<file path="config.mk">
export PLATFORM = sky130hd
export DESIGN_NAME = i2c_reg_target
export DESIGN_NICKNAME = d
export VERILOG_FILES = /design/src/rtl/i2c_pkg.sv /design/src/rtl/i2c_bus_filter.sv /design/src/rtl/i2c_reg_target.sv
export SDC_FILE = /design/constraint.sdc
export NUM_CORES = 1
export LEC_CHECK = 0
export BUFFER_PORTS_ARGS = -buffer_cell sky130_fd_sc_hd__buf_4
export CAP_MARGIN = 20
export CORE_AREA = 5 5 205 168
export DETAILED_ROUTE_END_ITERATION = 8
export DIE_AREA = 0 0 210 173
export GPL_ROUTABILITY_DRIVEN = 0
export PLACE_DENSITY = 0.76
export RECOVER_POWER = 50
export SETUP_SLACK_MARGIN = 0.02
export SLEW_MARGIN = 10
export SYNTH_ARGS = -nofsm -noshare
export SYNTH_HDL_FRONTEND = slang
export SYNTH_SLANG_ARGS = --single-unit
</file>
<file path="constraint.sdc">
create_clock -name clock -period 3.26 [get_ports clock]
set_input_delay 0.652 -clock clock [delete_from_list [all_inputs] [get_ports clock]]
set_output_delay 0.652 -clock clock [all_outputs]
set_load 0.1 [all_outputs]
</file>
<file path="src/rtl/i2c_pkg.sv">
// i2c_pkg: shared FSM state, bus level constants and timing ratio for the I2C register target
package i2c_pkg;
  typedef enum logic [3:0] {
    S_IDLE, S_ADDR, S_ADDR_ACK, S_PTR, S_PTR_ACK,
    S_WRITE, S_WRITE_ACK, S_READ, S_READ_ACK, S_IGNORE
  } state_t;
  localparam logic ACK_LVL = 1'b0;
  localparam logic NACK_LVL = 1'b1;
  localparam int MIN_CLK_PER_SCL = 16;
endpackage

</file>
<file path="src/rtl/i2c_bus_filter.sv">
// i2c_bus_filter: 2-flop synchronizer, FILTER_LEN-sample glitch filter and one-clock edge pulses
module i2c_bus_filter #(
  parameter int FILTER_LEN = 3
) (
  input  logic clock,
  input  logic reset,
  input  logic i_raw,
  output logic o_level,
  output logic o_rise,
  output logic o_fall
);
  logic [1:0] r_sync;
  logic [FILTER_LEN-1:0] r_hist;
  always_ff @(posedge clock or negedge reset) begin
    if (!reset) begin
      r_sync  <= '1;
      r_hist  <= '1;
      o_level <= 1'b1;
      o_rise  <= 1'b0;
      o_fall  <= 1'b0;
    end else begin
      r_sync  <= {r_sync[0], i_raw};
      r_hist  <= FILTER_LEN'({r_hist, r_sync[1]});
      o_rise  <= &r_hist & ~o_level;
      o_fall  <= ~|r_hist & o_level;
      o_level <= &r_hist ? 1'b1 : ~|r_hist ? 1'b0 : o_level;
    end
  end
endmodule

</file>
<file path="src/rtl/i2c_reg_target.sv">
// i2c_reg_target: I2C target exposing a bank of 8-bit registers with auto-incrementing pointer
module i2c_reg_target import i2c_pkg::*; #(
  parameter logic [6:0] TARGET_ADDR = 7'h20,
  parameter int REG_COUNT = 32,
  parameter int RO_COUNT = 1,
  parameter int FILTER_LEN = 3,
  localparam int PW = ($clog2(REG_COUNT) > 1) ? $clog2(REG_COUNT) : 1,
  localparam int PIW = 8 * ((RO_COUNT > 0) ? RO_COUNT : 1)
) (
  input  logic                   clock,
  input  logic                   reset,
  input  logic                   scl_in,
  input  logic                   sda_in,
  output logic                   sda_oe,
  input  logic [PIW-1:0]         parallel_in,
  output logic [8*REG_COUNT-1:0] registers_packed,
  output logic                   wr_strobe,
  output logic [PW-1:0]          wr_index,
  output logic                   busy
);
  state_t r_state;
  logic [2:0] r_bits;
  logic [7:0] r_shift, r_tx;
  logic r_phase, r_rw;
  logic [PW-1:0] r_ptr;
  logic [7:0] r_regs [REG_COUNT];
  logic [PIW-1:0] r_pin1, r_pin2;
  logic w_scl, w_scl_rise, w_scl_fall, w_sda, w_sda_rise, w_sda_fall;
  logic w_start, w_stop;
  logic [7:0] w_byte;
  i2c_bus_filter #(.FILTER_LEN(FILTER_LEN)) u_scl (
    .clock(clock), .reset(reset), .i_raw(scl_in),
    .o_level(w_scl), .o_rise(w_scl_rise), .o_fall(w_scl_fall)
  );
  i2c_bus_filter #(.FILTER_LEN(FILTER_LEN)) u_sda (
    .clock(clock), .reset(reset), .i_raw(sda_in),
    .o_level(w_sda), .o_rise(w_sda_rise), .o_fall(w_sda_fall)
  );
  assign w_start = w_sda_fall & w_scl;
  assign w_stop  = w_sda_rise & w_scl;
  assign w_byte  = {r_shift[6:0], w_sda};
  function automatic logic [PW-1:0] f_next(input logic [PW-1:0] p);
    return (p == PW'(REG_COUNT - 1)) ? '0 : p + PW'(1);
  endfunction
  always_comb begin
    registers_packed = '0;
    for (int j = 0; j < REG_COUNT; j++) registers_packed[8*j +: 8] = r_regs[j];
  end
  // ACK states use r_phase: first SCL fall starts driving, second fall ends the window
  always_ff @(posedge clock or negedge reset) begin
    if (!reset) begin
      r_state   <= S_IDLE;
      r_bits    <= '0;
      r_shift   <= '0;
      r_tx      <= '0;
      r_phase   <= 1'b0;
      r_rw      <= 1'b0;
      r_ptr     <= '0;
      r_pin1    <= '0;
      r_pin2    <= '0;
      sda_oe    <= 1'b0;
      busy      <= 1'b0;
      wr_strobe <= 1'b0;
      wr_index  <= '0;
      for (int j = 0; j < REG_COUNT; j++) r_regs[j] <= 8'h00;
    end else begin
      r_pin1    <= parallel_in;
      r_pin2    <= r_pin1;
      for (int j = 0; j < RO_COUNT; j++) r_regs[j] <= r_pin2[8*j +: 8];
      wr_strobe <= 1'b0;
      if (w_start) begin
        r_state <= S_ADDR;
        r_bits  <= '0;
        sda_oe  <= 1'b0;
      end else if (w_stop) begin
        r_state <= S_IDLE;
        sda_oe  <= 1'b0;
        busy    <= 1'b0;
      end else begin
        case (r_state)
          S_ADDR, S_PTR, S_WRITE: if (w_scl_rise) begin
            r_shift <= w_byte;
            r_bits  <= r_bits + 3'd1;
            r_phase <= 1'b0;
            if (r_bits == 3'd7) begin
              if (r_state == S_ADDR) begin
                r_state <= (w_byte[7:1] == TARGET_ADDR) ? S_ADDR_ACK : S_IGNORE;
                busy    <= busy | (w_byte[7:1] == TARGET_ADDR);
                r_rw    <= w_byte[0];
              end else r_state <= (r_state == S_PTR) ? S_PTR_ACK : S_WRITE_ACK;
            end
          end
          S_ADDR_ACK, S_PTR_ACK, S_WRITE_ACK: begin
            r_bits <= '0;
            if (w_scl_fall && !r_phase) begin
              r_phase <= 1'b1;
              if (r_state == S_PTR_ACK && 32'(r_shift) >= REG_COUNT) begin
                sda_oe  <= ~NACK_LVL;
                r_state <= S_IGNORE;
              end else begin
                sda_oe <= ~ACK_LVL;
                if (r_state == S_PTR_ACK) r_ptr <= r_shift[PW-1:0];
              end
            end else if (w_scl_fall) begin
              sda_oe <= 1'b0;
              if (r_state == S_ADDR_ACK && r_rw) begin
                r_state <= S_READ;
                r_tx    <= r_regs[r_ptr];
                sda_oe  <= ~r_regs[r_ptr][7];
              end else if (r_state == S_ADDR_ACK) r_state <= S_PTR;
              else r_state <= S_WRITE;
              if (r_state == S_WRITE_ACK) begin
                r_ptr <= f_next(r_ptr);
                if (32'(r_ptr) >= RO_COUNT) begin
                  r_regs[r_ptr] <= r_shift;
                  wr_strobe     <= 1'b1;
                  wr_index      <= r_ptr;
                end
              end
            end
          end
          S_READ: begin
            if (w_scl_rise) r_bits <= r_bits + 3'd1;
            if (w_scl_fall && r_bits == 3'd0) begin
              r_state <= S_READ_ACK;
              sda_oe  <= 1'b0;
            end else if (w_scl_fall) begin
              r_tx   <= {r_tx[6:0], 1'b0};
              sda_oe <= ~r_tx[6];
            end
          end
          S_READ_ACK: begin
            r_bits <= '0;
            if (w_scl_rise) begin
              r_ptr <= f_next(r_ptr);
              if (w_sda != ACK_LVL) r_state <= S_IGNORE;
            end
            if (w_scl_fall) begin
              r_state <= S_READ;
              r_tx    <= r_regs[r_ptr];
              sda_oe  <= ~r_regs[r_ptr][7];
            end
          end
          default: ;
        endcase
      end
    end
  end
endmodule

</file>
==> results of run 1 <==
[how the worst max path moves through the flow]
stage,slack [ns],from,end
CTS,0.74,r_ptr[0],r_tx[3]
global placement,0.74,r_ptr[0],r_tx[2]
global route,0.27,r_ptr[1],r_tx[5]
floorplan,0.92,r_ptr[1],flip-flop
detailed placement,0.76,r_ptr[0],r_tx[3]
finish,0.39,r_ptr[1],r_tx[5]
[placed cells by master (no fill, tap or decap), types with 16 or more instances in the layout]
cell type	count
o21ai_0	20
mux2_1	51
mux2_4	152
nor3_1	16
buf_4	195
dfrtp_1	312
mux2_2	73
mux2i_1	18
clkbuf_1	105
nor2_1	19
clkbuf_16	37
mux4_2	57
nor2_8	24
nand2_1	59
[logic make-up after synthesis]
kind of cell               count (synthesis)
muxes                                    351
DFF                                      325
and+or+nand+nor                          181
AOI/OAI and AO/OA                        105
buffers and inverters                     81
adders and majority gates                  8
xor gates and xnor gates                   1
[where the power goes]
part / switching, mW / leakage, nW / internal, mW
Combinational: 1.16 / 4.54 / 0.747
Clock: 1.65 / 0.557 / 2.32
Sequential: 0.177 / 4.42 / 4.16
Total: 2.99 / 9.52 / 7.22
[routing by layer]
metal / part of all wire / vias up / wire length [um] / GRT usage
met5: 0 / - / 0 / 0
met4: 0.037 / 0 / 1780 / 0.0834
met3: 0.087 / 102 / 4210 / 0.0634
met2: 0.44 / 580 / 21000 / 0.380
met1: 0.44 / 5587 / 21300 / 0.390
li1: - / 4429 / - / -
[through the flow]
stage	hold slack (ns)	total power [mW]	worst slack [ns]	cells	instance area (um^2)
global placement	0.334	6.26	0.737	1715	18400
global route	0.234	10.6	0.274	1778	19200
detailed placement	0.335	6.30	0.760	1715	18400
CTS	0.158	10.3	0.736	1778	19600
finish	0.250	10.2	0.394	1779	19200
floorplan	0.331	5.73	0.924	1052	15800
[area by class of cell]
cell class	count	area, um^2
flip-flops and latches	325	8150
clock inverters	14	140
clock buffers	49	1000
well taps	427	534
inverters	8	37.5
diodes	1	2.50
multi-input cells	646	7300
fillers	2544	12900
repair buffers	309	2000
==> results.tsv, run 1 <==
stage	metric	value	unit
clock_tree	cts_resized	0	
yosys	synth_edf_count	0	
sta	tightestPinTransition	2.21	ns
yosys	yosys_warnings	0	
setup_path	worstSetupPathType	reg -> reg	
setup_path	cp_max_fo	25	
power_and_ir_drop	irDropWorstVdd	357	uV
routing	vias	10700	
worst_hold_path	hp-class	in -> reg	
global_route	grt_max_degree	80	
global_route	antenna_found_initial	0	
setup_path	crit_arrival	3.25	ns
worst_hold_path	hold_depth	1	
setup_path	rrSetupSlack	0.39	ns
global_route	grt_pass1_wl	73.0	mm
sta	setup_viol	0	
sta	fmax	349	MHz
clock_tree	cts_tree	yes	
power_and_ir_drop	cellPowerDensity	533	nW/um^2
global_route	track_usage	0.262	
final_layout	drive_gt1_frac	0.446	
setup_path	rr_endpoint	r_tx[5]	
sta	final-max-slew-violation-count	77	
routing	drt-total-wl	48.3	mm
setup_path	max_stage_delay	0.90	ns
floorplanning	dieWidth	210	um
clock_tree	h-tree-depth	2	
yosys	yosys-top-cells-area	dfrtp_1 (50%), mux2_4 (14%), mux4_2 (8.1%)	
setup_path	slowest_stage	dfrtp_1	
setup_path	required	3.65	ns
routing	ant_nets	0	
yosys	yosysUniqueCellTypes	72	
setup_path	crit_chain	buf_4, mux4_2, nor2b_1, a211oi_1, a211oi_1, o22ai_1, o21ai_1	
clock_tree	cts_hold_buf	0	
power_and_ir_drop	p_leak	9.52	nW
yosys	synth_ff_type	dfrtp_1	
worst_hold_path	holdCritStartpoint	parallel_in[1]	
setup_path	critical_path.top_delay_family	flip-flops	
routing	drt-vias-per-instance	6.01	
setup_path	crit-reg2reg-launch	r_ptr[1]	
clock_tree	cts_buffers	36	
yosys	yosys.area_share.simple	0.0860	
yosys	ys_seq_area_frac	0.516	
final_layout	final_util	0.598	
yosys	synth_xor_area_frac	0.000554	
floorplanning	start_util	0.493	
clock_tree	clkSinkCount	325	
status	status	finished with violations	
floorplanning	dieArea	36300	um^2
setup_path	worstSetupStartpointType	flip-flop	
yosys	synth.most_common_cell	dfrtp_1	
clock_tree	clk_latency	0.53	ns
floorplanning	core_area	32000	um^2
clock_tree	clk_pin_slew_worst_paths	0.06	ns
sta	min_period_over_period	0.879	
yosys	syn_nets	1072	
yosys	syn-cell-area	15800	um^2
yosys	async_flop_share	1.00	
setup_path	path_buf_inv	1	
routing	dr.pass1.iters	7	
yosys	synth_cells	1052	
routing	drtIter0Drc	1013	
setup_path	reg2regPathDepth	7	
routing	post-route-drc-count	0	
sta	period_needed	2.87	ns
yosys	synth_compound_area_frac	0.0439	
clock_tree	cts.path.max_buffers	3	
sta	hold_viol	0	
yosys	synth_common_cells	dfrtp_1 (313), mux2_4 (152), mux2_2 (73)	
setup_path	crit_path_frequent_cell	a211oi_1	
worst_hold_path	min_to	r_pin1[1]	
sta	clock_skew	0.0202	ns
status	violations	max-capacitance violations, max-slew violations	
job	drv_cap	1	
yosys	synth_top_area_cell	dfrtp_1	
placed_design	port_buffers	275	
clock_tree	cts_setup_buffers	0	
setup_path	end_kind	flip-flop	
setup_path	critical_path_depth	7	
final_layout	finalNetCount	1346	
yosys	synth_top_family_by_area	multiplexers	
yosys	yosysTopAreaCellShare	0.496	
floorplanning	row_count	59	
sta	max-slew-margin-rel	-0.472	
yosys	avgSynthCellArea	15.0	um^2
yosys	synth_mux_area_frac	0.325	
clock_tree	root_buffer	clkbuf_16	
global_route	grt_pass1_vias	10900	
global_route	grt_overflow	0	
sta	tns	0	ns
floorplanning	die_h	173	um
placed_design	dp_hpwl	34.4	mm
routing	wire_per_inst	27.1	um
final_layout	syn2layout_area_growth	21.3	%
yosys	synthAdderAreaFrac	0.00633	
floorplanning	pin_count	276	
yosys	ys_ff_latch	325	
sta	rsz0062_at_grt	no	
Note: power is estimated with default switching activity, not from simulation.
==> run 2: changes to the inputs <==
ABC_AREA = 1   (was default)
CORE_AREA = 5 5 197 161   (was 5 5 205 168)
DIE_AREA = 0 0 202 166   (was 0 0 210 173)
PLACE_DENSITY = 0.77   (was 0.76)
==> results.tsv, run 2 <==
stage	metric	value	unit
clock_tree	clkSinkCount	325	
yosys	synth.most_common_cell	nand2_1	
worst_hold_path	hp-class	in -> reg	
sta	final-max-slew-violation-count	67	
floorplanning	start_util	0.490	
setup_path	slowest_stage	dfrtp_2	
power_and_ir_drop	irDropWorstVdd	439	uV
clock_tree	h-tree-depth	2	
clock_tree	clk_latency	0.51	ns
sta	hold_viol	0	
power_and_ir_drop	seq_power_share	0.361	
sta	min_period_over_period	0.839	
yosys	synth_top_area_cell	dfrtp_1	
sta	max-slew-margin-rel	-0.184	
global_route	grt_overflow	0	
status	violations	max-capacitance violations, max-slew violations	
yosys	avgSynthCellArea	8.19	um^2
routing	wire_per_inst	20.6	um
placed_design	port_buffers	275	
routing	drt-vias-per-instance	5.76	
global_route	track_usage	0.289	
floorplanning	dieArea	33500	um^2
power_and_ir_drop	power_switching	4.51	mW
sta	tightestPinTransition	1.78	ns
setup_path	worstSetupPathType	reg -> reg	
floorplanning	core_area	29700	um^2
yosys	async_flop_share	1.00	
yosys	synth_ff_type	dfrtp_1	
power_and_ir_drop	switching_share	0.368	
yosys	yosys_warnings	0	
sta	fmax	365	MHz
routing	vias	13900	
yosys	syn-cell-area	14600	um^2
setup_path	cp_max_fo	46	
sta	tns	0	ns
routing	drtIter0Drc	1574	
routing	dr.pass1.iters	6	
placed_design	dp_hpwl	34.2	mm
power_and_ir_drop	cellPowerDensity	691	nW/um^2
yosys	yosysUniqueCellTypes	37	
clock_tree	cts.path.max_buffers	3	
routing	post-route-drc-count	0	
clock_tree	clk_pin_slew_worst_paths	0.06	ns
status	status	finished with violations	
global_route	grt_pass1_wl	77.0	mm
yosys	synth_cells	1780	
floorplanning	dieWidth	202	um
floorplanning	die_h	166	um
job	drv_cap	1	
setup_path	critical_path.top_delay_family	simple AND/OR/NAND/NOR gates	
sta	rsz0062_at_grt	no	
final_layout	syn2layout_area_growth	21.7	%
yosys	synth_common_cells	nand2_1 (504), o21ai_0 (409), dfrtp_1 (313)	
setup_path	required	3.62	ns
final_layout	layout_common_cells	nand2_1 (504), o21ai_0 (409), dfrtp_1 (311)	
power_and_ir_drop	power_frac_comb	0.304	
final_layout	finalNetCount	2029	
setup_path	crit_arrival	3.09	ns
global_route	grt_max_degree	88	
floorplanning	pin_count	276	
yosys	yosys-top-cells-area	dfrtp_1 (54%), o21ai_0 (14%), nand2_1 (13%)	
yosys	synth_edf_count	0	
routing	ant_nets	0	
setup_path	end_kind	flip-flop	
clock_tree	cts_buffers	34	
final_layout	drive_gt1_frac	0.146	
global_route	antenna_found_initial	0	
sta	setup_viol	0	
setup_path	max_stage_delay	0.57	ns
setup_path	crit_path_frequent_cell	nand2_1	
final_layout	layout_commonest_cell	nand2_1	
clock_tree	root_buffer	clkbuf_16	
routing	drt-total-wl	49.8	mm
setup_path	worstSetupStartpointType	flip-flop	
clock_tree	cts_resized	0	
setup_path	path_buf_inv	3	
power_and_ir_drop	internal_power	7.74	mW
clock_tree	cts_hold_buf	0	
power_and_ir_drop	clkPwrFrac	0.335	
sta	timing.hold.ws	0.253	ns
power_and_ir_drop	p_leak	8.53	nW
sta	clock_skew	0.0130	ns
clock_tree	cts_setup_buffers	0	
sta	period_needed	2.74	ns
yosys	ys_ff_latch	325	
clock_tree	cts_tree	yes	
final_layout	diodes	0	
yosys	yosysTopAreaCellShare	0.537	
yosys	ys_seq_area_frac	0.559	
setup_path	crit_chain	clkinv_1, buf_4, ha_1, inv_1, nor2_4, nand2_1, nand2_1, o21ai_0	
yosys	syn_nets	1800	
floorplanning	row_count	57	
global_route	grt_pass1_vias	13100	
-- run 2: per-layer routing --
layer  wire, um  GRT usage  up-vias
met3       5840     0.0763      127
met1      19900      0.403     6655
met5          0          0        -
li1           -          -     6283
met2      22100      0.442      850
met4       1860      0.101        0
-- run 2: final timing paths --
kind	start	end	slack, ns	depth (start not counted)
min	sda_in	u_sda.r_sync[0]	0.25	1
max reg2reg	r_ptr[1]	flip-flop	0.52	8
min in group asynchronous	reset	asynchronous set/reset pin	0.62	1
max in group asynchronous	reset	r_state[3]	0.87	2
min reg2reg	r_pin1[3]	r_pin2[3]	0.35	0
max	r_ptr[1]	flip-flop	0.52	8
-- run 2: kinds of logic (layout without fill, tap and decap cells) --
family	after synthesis	in the layout	synth area share
AO/OA/AOI/OAI	470	470	0.165
flip-flops	325	325	0.559
adder cells (fa/ha/maj)	8	8	0.00687
AND/OR/NAND/NOR	784	784	0.214
buffers and inverters	193	445	0.0547
-- run 2: power by group through the flow --
stage,registers (mW),logic (mW),clock network [mW]
after detailed placement,4.49,3.65,0
after global routing,4.44,4.08,4.32
after CTS,4.42,3.67,4.14
after global placement,4.48,3.59,0
after floorplan,4.56,2.40,0
final,4.43,3.73,4.10
-- run 2: through the flow --
step	power [mW]	worst slack, ns	area [um^2]	std cells	util
5_1_grt	12.8	0.361	17700	2415	0.597
3_5_place_dp	8.14	0.611	16900	2356	0.569
4_1_cts	12.2	0.581	18100	2415	0.609
3_3_place_gp	8.06	0.686	16900	2356	0.569
2_1_floorplan	6.96	1.06	14600	1780	-
6_report	12.3	0.524	17700	2415	0.597
-- run 2: layout make-up --
type                            count  area [um^2]
Clock inverter                      7          114
Multi-Input combinational cell   1262         5630
Timing Repair Buffer              306         2000
Tap cell                          383          479
Clock buffer                       52         1070
Inverter                           80          302
Sequential cell                   325         8150
Fill cell                        2625        12000
==> run 3: changes to the inputs <==
ABC_AREA = 0   (was 1)
CORE_AREA = 5 5 205 168   (was 5 5 197 161)
DIE_AREA = 0 0 210 173   (was 0 0 202 166)
PLACE_DENSITY = 0.76   (was 0.77)
clock period = 2.77 ns   (was 3.26 ns; I/O delays follow)
==> results.tsv, run 3 (synthesis results as in run 1) <==
stage	metric	value	unit
status	status	finished with violations	
status	violations	max-capacitance violations, max-slew violations	
sta	min_period_over_period	0.920	
final_layout	diodes	0	
floorplanning	dieWidth	210	um
sta	tns	0	ns
worst_hold_path	hp-class	in -> reg	
global_route	grt_pass1_wl	72.6	mm
clock_tree	cts.path.max_buffers	3	
sta	final-max-slew-violation-count	64	
setup_path	required	3.16	ns
final_layout	finalNetCount	1354	
job	drv_cap	1	
clock_tree	cts_resized	0	
power_and_ir_drop	cellPowerDensity	637	nW/um^2
routing	dr.pass1.iters	5	
setup_path	cp_max_fo	16	
setup_path	worstSetupStartpointType	flip-flop	
floorplanning	start_util	0.493	
final_layout	syn2layout_area_growth	22.3	%
floorplanning	pin_count	276	
routing	drt-vias-per-instance	5.88	
global_route	grt_overflow	0	
clock_tree	clk_pin_slew_worst_paths	0.06	ns
power_and_ir_drop	irDropWorstVdd	425	uV
placed_design	pre_cts_ws	0.360	ns
sta	period_needed	2.55	ns
clock_tree	cts_hold_buf	0	
final_layout	layout_commonest_cell	dfrtp_1	
routing	vias	10500	
routing	post-route-drc-count	0	
sta	setup_viol	0	
setup_path	worstSetupPathType	reg -> reg	
routing	ant_nets	0	
placed_design	dp_hpwl	33.6	mm
placed_design	port_buffers	275	
global_route	grt_max_degree	65	
clock_tree	h-tree-depth	2	
floorplanning	die_h	173	um
global_route	antenna_found_initial	1	
floorplanning	row_count	59	
clock_tree	cts_setup_buffers	0	
clock_tree	cts_tree	yes	
routing	wire_per_inst	26.7	um
sta	max-slew-margin-rel	-0.138	
sta	timing.final.ws_setup	0.223	ns
floorplanning	core_area	32000	um^2
final_layout	drive_gt1_frac	0.453	
final_layout	stdcell_count	1786	
setup_path	end_kind	flip-flop	
clock_tree	root_buffer	clkbuf_16	
clock_tree	clkSinkCount	325	
clock_tree	cts_buffers	36	
floorplanning	dieArea	36300	um^2
sta	tightestPinTransition	1.71	ns
global_route	grt_pass1_vias	11000	
sta	hold_viol	0	
global_route	track_usage	0.258	
sta	fmax	393	MHz
sta	rsz0062_at_grt	no	
clock_tree	clk_latency	0.52	ns
final_layout	layout_common_cells	dfrtp_1 (311), buf_4 (199), mux2_4 (152)	
placed_design	dpl.cell_count	1723	
power_and_ir_drop	p_leak	9.61	nW
setup_path	crit_arrival	2.94	ns
routing	drt-total-wl	47.7	mm
routing	drtIter0Drc	1109	
sta	clock_skew	0.0233	ns
[run 3: cell types whose count changed in the layout (fill, tap and decap cells not counted), moves of 18 or more]
cell / delta
mux2_2: +73
o21ai_0: -389
mux2i_1: +18
o22ai_1: -21
mux4_2: +57
mux2_4: +152
nand2_1: -445
inv_1: -70
nor2_1: -180
nor2_8: +24
mux2_1: +51
nand3_1: -32
[run 3: path summary, 6_finish.rpt]
path	slack, ns	end	from	cells after the start
max	0.22	r_state[3]	r_state[1]	6
min	0.15	u_sda.r_sync[0]	sda_in	1
max reg2reg	0.22	r_state[3]	r_state[1]	6
min reg2reg	0.35	r_pin2[2]	r_pin1[2]	0
max in group asynchronous	0.61	r_pin1[2]	reset	2
min in group asynchronous	0.51	asynchronous set/reset pin	reset	1
[run 3: cell type report]
cell class | instances | area, um^2
fillers | 2549 | 12700
flip-flops and latches | 325 | 8160
multi-input cells | 646 | 7300
clock inverters | 10 | 114
repair buffers | 317 | 2070
well taps | 427 | 534
inverters | 8 | 37.5
clock buffers | 53 | 1110
[run 3: where the power goes]
part | switching (mW) | total (mW) | leakage (nW) | internal [mW]
clock | 1.93 | 4.89 | 0.605 | 2.96
combinational | 1.39 | 2.33 | 4.58 | 0.934
sequential | 0.197 | 5.09 | 4.42 | 4.89
[run 3: metal layers]
layer,track usage,share of wire
met1,0.375,0.44
met2,0.384,0.45
met3,0.0625,0.075
met4,0.0867,0.038
met5,0,0.00025
[run 3: worst max-delay path, stage by stage (launching register included)]
cell and delay [ns]:
dfrtp_1 0.37, clkbuf_1 0.49, o21bai_1 0.29, or2_2 0.34, o221a_2 0.27, nor2_1 0.27
mux2_2 0.39
[run 3: metrics by stage]
stage	util	hold slack [ns]	area [um^2]	total power [mW]
after detailed placement	0.578	0.336	18500	7.50
final	0.603	0.148	19300	12.3
after global placement	0.578	0.333	18500	7.46
after floorplan	-	0.258	15800	6.74
after CTS	0.616	0.0225	19700	12.4
after global routing	0.603	0.139	19300	12.8
